$ cat config.mk
export PLATFORM = sky130hd
export DESIGN_NAME = morse_pulse_generator
export DESIGN_NICKNAME = d
export VERILOG_FILES = /design/src/rtl/morse_pulse_generator.sv
export SDC_FILE = /design/constraint.sdc
export NUM_CORES = 1
export LEC_CHECK = 0
export CAP_MARGIN = 10
export CORE_MARGIN = 2
export CORE_UTILIZATION = 50
export DETAILED_ROUTE_END_ITERATION = 12
export GPL_TIMING_DRIVEN = 1
export PLACE_DENSITY_LB_ADDON = 0.3
export SYNTH_ARGS = -nofsm -noshare
export SYNTH_HDL_FRONTEND = slang
export SYNTH_SLANG_ARGS = --single-unit
$ cat constraint.sdc
create_clock -name clk -period 2.6 [get_ports clk]
set_input_delay 0.65 -clock clk [delete_from_list [all_inputs] [get_ports clk]]
set_output_delay 0.65 -clock clk [all_outputs]
set_load 0.03 [all_outputs]
$ cat src/rtl/morse_pulse_generator.sv
// Morse element player: latches a left-aligned 4-bit letter and plays
// its dots/dashes on led, with one-cycle done strobe at the end.
// Ports: clk, reset (async high), start, symbol[3:0], size[2:0] in;
//        led, busy, done out (decoded from registered state only).
module morse_pulse_generator #(
  parameter int UNIT_CYCLES = 25_000_000
) (
  input  logic       clk,
  input  logic       reset,
  input  logic       start,
  input  logic [3:0] symbol,
  input  logic [2:0] size,
  output logic       led,
  output logic       busy,
  output logic       done
);

  localparam int CW = $clog2(3 * UNIT_CYCLES);
  localparam logic [CW-1:0] DOT_LAST  = CW'(UNIT_CYCLES - 1);
  localparam logic [CW-1:0] DASH_LAST = CW'(3 * UNIT_CYCLES - 1);

  typedef enum logic [1:0] {
    S_IDLE,
    S_MARK,
    S_SPACE,
    S_DONE
  } state_t;

  state_t          state_q, state_d;
  logic [3:0]      sym_q, sym_d;
  logic [2:0]      rem_q, rem_d;
  logic [CW-1:0]   cnt_q, cnt_d;
  logic            dash_q, dash_d;
  logic            size_ok;
  logic            mark_end;

  assign size_ok  = (size >= 3'd1) && (size <= 3'd4);
  assign mark_end = (cnt_q == (dash_q ? DASH_LAST : DOT_LAST));

  always_comb begin
    state_d = state_q;
    sym_d   = sym_q;
    rem_d   = rem_q;
    dash_d  = dash_q;
    cnt_d   = cnt_q + 1'b1;
    unique case (state_q)
      S_IDLE: begin
        cnt_d = '0;
        if (start) begin
          if (size_ok) begin
            sym_d   = symbol;
            rem_d   = size;
            dash_d  = symbol[3];
            state_d = S_MARK;
          end else begin
            state_d = S_DONE;
          end
        end
      end
      S_MARK: begin
        if (mark_end) begin
          cnt_d  = '0;
          rem_d  = rem_q - 3'd1;
          sym_d  = {sym_q[2:0], 1'b0};
          // sym_q[2] becomes the head element after this shift
          dash_d = sym_q[2];
          state_d = (rem_q == 3'd1) ? S_DONE : S_SPACE;
        end
      end
      S_SPACE: begin
        if (cnt_q == DOT_LAST) begin
          cnt_d   = '0;
          dash_d  = sym_q[3];
          state_d = S_MARK;
        end
      end
      S_DONE: begin
        cnt_d   = '0;
        state_d = S_IDLE;
      end
      default: begin
        cnt_d   = '0;
        state_d = S_IDLE;
      end
    endcase
  end

  always_ff @(posedge clk or posedge reset) begin
    if (reset) begin
      state_q <= S_IDLE;
      sym_q   <= '0;
      rem_q   <= '0;
      cnt_q   <= '0;
      dash_q  <= 1'b0;
    end else begin
      state_q <= state_d;
      sym_q   <= sym_d;
      rem_q   <= rem_d;
      cnt_q   <= cnt_d;
      dash_q  <= dash_d;
    end
  end

  assign led  = (state_q == S_MARK);
  assign busy = (state_q != S_IDLE);
  assign done = (state_q == S_DONE);

endmodule
# Word-level counts from Yosys, hierarchy flattened
# Index checks and enable logic that the tools add are counted.
dict set report word_totals {
  register_bits 37
  inputBits 10
  output_inout_bits 3
  wordCells 51
}
dict set report classes {
  add_sub_neg 2
  order_cmp 2
  eq_ne 10
  mux 23
  reduce_logical 9
}
# cell count
set op_table {}
lappend op_table {{$mux 27} 3}
lappend op_table {{$pmux 27 s3} 1}
lappend op_table {{$add 27x1->27 const B} 1}
lappend op_table {{$eq 27x25->1 const B} 1}
lappend op_table {{$eq 27x27->1} 1}
lappend op_table {{$mux 4} 3}
lappend op_table {{$mux 3} 3}
lappend op_table {{$mux 2} 4}
lappend op_table {{$pmux 2 s4} 1}
lappend op_table {{$pmux 4 s2} 1}
lappend op_table {{$ne 2x2->1 const B} 3}
lappend op_table {{$pmux 3 s2} 1}
lappend op_table {{$mux 1} 5}
lappend op_table {{$reduce_and 5->1} 1}
lappend op_table {{$eq 2x2->1 const B} 2}
lappend op_table {{$reduce_and 4->1} 1}
lappend op_table {{$reduce_bool 2->1} 2}
lappend op_table {{$eq 3x1->1 const B} 1}
lappend op_table {{$ge 3x1->1 const B} 1}
lappend op_table {{$le 3x3->1 const B} 1}
lappend op_table {{$pmux 1 s3} 1}
lappend op_table {{$reduce_and 3->1} 1}
lappend op_table {{$reduce_bool 3->1} 1}
lappend op_table {{$sub 3x1->3 const B} 1}
lappend op_table {{5 further kinds} 5}

# Depth between registers and ports, before layout
dict set report logic_depth {
  word_depth 5
  mapped_depth 10
  depth_no_buf 7
}

# Least setup slack after synthesis
# OpenSTA, ideal clock, no wires.
dict set report synth_timing {
  kind {reg-to-reg}
  start {register cnt_q[0]}
  end {register cnt_q[14]}
  setup_time_ns 0.119
  t_arrival_ns 2.038
  required_ns 2.481
  path_slack_ns 0.443
  stages_incl_launch_ff 11
  n_path_buf 3
  synth_period_minus_slack_ns 2.157
  cell_sequence {dfrtp_1 > ha_1 > and4_1 > nand2_1 > a2111oi_2 > nand2b_1 > buf_6 > o21a_4 > buf_6 > buf_12 > nor2_1}
}
dict set report synth_via {
  elab_chain_cells 3
  elab_cells_between_ends 6
  classes_between {add/sub: 1; eq/ne: 2; mux: 3}
}
# element line_no
set synth_lines {}
lappend synth_lines {{start, declared} 32} ;# logic [CW-1:0] cnt_q, cnt_d;
lappend synth_lines {{start signal, assigned} 99} ;# cnt_q <= cnt_d;
lappend synth_lines {{$add 27x1->27, or another cell as far along} 45} ;# cnt_d = cnt_q + 1'b1;
lappend synth_lines {{$mux 27 (on tied branches)} {71, 61}}
lappend synth_lines {{$pmux 27 s3 *} 46} ;# unique case (state_q)
lappend synth_lines {{net cnt_d[14]} 32}
# Mark *: on every way through the listed nets, which the timed path passes. The rest lies on a longest branch.
# A chain may end at the register's enable or synchronous reset.

# Worst setup path after layout
dict set report layout_timing {
  start {register state_q[1]}
  end {output busy}
}
dict set report layout_via {
  elab_chain_cells 1
}
# element line_no
set layout_lines {}
lappend layout_lines {{start, declared} 29} ;# state_t state_q, state_d;
lappend layout_lines {{start signal, assigned} 96} ;# state_q <= state_d;
lappend layout_lines {{$reduce_bool 2->1} 105} ;# assign busy = (state_q != S_IDLE);
lappend layout_lines {{end, declared} 14} ;# output logic busy,
# No other way between the ends.

==> results_dict.tcl <==
set metrics [dict create \
    status "complete, no violations" \
    yosys-top-cells-area "dfrtp_1, nor2_1, xnor2_1" \
    routed_wl_um 3710 \
    ir_drop_mv 0.534 \
    fin_tns_setup_ps 0 \
    drtPass1Iterations 4 \
    synth_common_cells "nor2_1, dfrtp_1, nand3_1" \
    grt_pass1_vias 1394 \
    report.final.slew_viol_count 0 \
    area_growth_pct 11.4 \
    hold_violations 0 \
    hold_class "flop to flop" \
    grt_pass1_wl_um 6270 \
    cts_tree "built" \
    htreeDepth 2 \
    cp_max_fo 5 \
    wl_per_cell_um 12.8 \
    grt_usage_pct 18.0 \
    clock_path_buffers 2 \
    dp_slack_ps 256 \
    dominantRegCellSynth "dfrtp_1" \
    syn_area_um2 2100 \
    path_delay_family "buffers and inverters" \
    synth-seq-cells 37 \
    clkLatencyLatePin_ps 280 \
    antenna_found_initial 0 \
    dr.first_iter.drc_count 65 \
    ys_async_sr_fraction_pct 100 \
    cts_sinks 37 \
    crit_arrival_ps 1770 \
    worst_pin_slew_ps 487 \
    p_int_w 0.00119 \
    cellPowerDensity_nw_per_um2 829 \
    top_usage_layer "met2" \
    postCtsSetupBuffers 0 \
    multi_input_area_um2 1070 \
    yosysTopAreaCell "dfrtp_1" \
    fin_crit_ps 2420 \
    power.leakage_nw 0.979 \
    clk_pin_slew_ps 60 \
    crit_chain "inv_1, ha_1, inv_1, clkdlybuf4s50_1" \
    nets 256 \
    gp_congestion 0.769 \
    start_util_pct 52.2 \
    gr-usage-met1_pct 25.2 \
    synth_top_area_share_pct 44.0 \
    cp-start-kind "flop" \
    clock_power_share_pct 19.4 \
    grt_remaining_overflow 0 \
    drc 0 \
    met2_usage_pct 27.6 \
    grt_max_degree 38 \
    dpl.hpwl_um 2650 \
    rsz0062_at_grt "no" \
    setup-violations-final 0 \
    synthesis.nets 237 \
    path_class "flop to primary output" \
    switching_power_w 0.000747 \
    cts-root-buf "clkbuf_8" \
    cts_resized 0 \
    die_y_um 68.8 \
    use_met3_pct 4.87 \
    die_area_um2 4740 \
    p_sw_share_pct 38.5 \
    cts_buffers 5 \
    vias 1522 \
    synth_area_per_cell_um2 9.60 \
    slew_headroom_pct 67.2 \
    max-cap-violations 0 \
    end_kind "primary output" \
    synthDistinctLibCells 39 \
    port_buffers 12 \
    path_common_cell "inv_1" \
    finalClockSkew_ps 3.57 \
    crit_buf_inv 3 \
    crit_required_ps 1950 \
    yosysWarnings 0 \
    p_comb_share_pct 42.5 \
    max_stage_delay_ps 660 \
    yosysSeqAreaShare_pct 44.0 \
    ant_nets 0 \
    p_seq_share_pct 38.1 \
    min_period_over_period_pct 92.9 \
    fin_ws_ps 184 \
    fmax_mhz 414 \
    synth_edf_count 0 \
    fillers 349 \
    core_um2 4030 \
    via_per_inst 5.27 \
    synth_cells 219 \
    post-synth-top-count-cell "nor2_1" \
    cp_slowest_cell "clkdlybuf4s50_1" \
    die_w_um 68.8 \
    pin_count 13 \
    cts_hold_buf 0 \
    num_rows 23 \
    diodes 0 \
    layout-drive-gt1-share_pct 8.37 \
    final-seq-area_um2 926 \
]
## per-layer routing
layer,vias up,wire [µm]
met4,0,34
met1,715,1880
met2,19,1680
li1,784,-
met5,-,0
met3,4,110
## sequential cells by signal, summed over array words and instances (netlist names)
register	cells
rem_q	3
cnt_q	27
sym_q	4
dash_q	1
state_q	2
## cells in the final DEF (no fill, tap or decap), types with 2 or more instances in the layout
master / instances
clkdlybuf4s50_1: 12
o21ai_0: 5
inv_1: 11
nor3b_1: 2
nand2_1: 11
nor2b_1: 3
clkbuf_1: 3
and3_1: 6
and4_1: 2
mux2i_1: 5
dfrtp_1: 37
nand4_1: 7
nand4b_1: 2
xnor2_1: 15
ha_1: 8
buf_4: 6
nor4_1: 2
xor2_1: 11
nor3_1: 2
nor2_1: 39
a21oi_1: 10
clkbuf_8: 5
nand3_1: 18
## cell families after synthesis
family,after synthesis,synth area share (%)
simple gates,102,24.8
flops,37,44.0
mux,6,2.92
xor+xnor,26,10.8
buf+inv,17,5.36
fa+ha+maj,8,4.76
compound gates,23,7.26
## stage by stage
stage	std cells	util [%]	total power (W)	area, µm²	hold slack, ps
2_1_floorplan	219	-	0.00150	2100	449
3_3_place_gp	281	56.1	0.00157	2260	467
3_5_place_dp	281	56.1	0.00158	2260	488
4_1_cts	289	58.0	0.00196	2340	498
5_1_grt	289	58.1	0.00209	2340	544
6_report	289	58.1	0.00194	2340	492
## layout make-up
| cell class | instances | share of cell area (%) |
|---|---|---|
| inverter | 11 | 1.76 |
| sequential | 37 | 39.6 |
| tap | 50 | 2.67 |
| clock buffer | 8 | 3.42 |
| timing repair buffer | 18 | 7.06 |
| multi-input combinational | 165 | 45.5 |
## power groups by stage
stage                     clock network, W  logic (W)  registers [W]
after floorplan                          0   0.000771       0.000732
after global placement                   0   0.000826       0.000745
after detailed placement                 0   0.000831       0.000750
after CTS                         0.000388   0.000832       0.000740
after global routing              0.000417   0.000926       0.000751
final                             0.000376   0.000826       0.000740
## worst register-to-register path: stages (launching register included)
cell and delay [ps]:
dfrtp_1 390, ha_1 220, and4_1 310, nand2_1 120, a2111oi_2 370, nand2b_2 280
o21a_4 340, nor2_1 110
## path summary, 6_finish.rpt
| kind | from | end | slack, ps | depth (start not counted) |
|---|---|---|---|---|
| min in group asynchronous | reset | cnt_q[4] | 770 | 3 |
| max reg2reg | cnt_q[0] | cnt_q[20] | 350 | 7 |
| min | cnt_q[0] | cnt_q[0] | 490 | 1 |
| max | state_q[1] | busy | 180 | 4 |
| max in group asynchronous | reset | state_q[0] | 1520 | 3 |
| min reg2reg | cnt_q[0] | cnt_q[0] | 490 | 1 |
No activity file was read; power rests on OpenSTA's default activity.
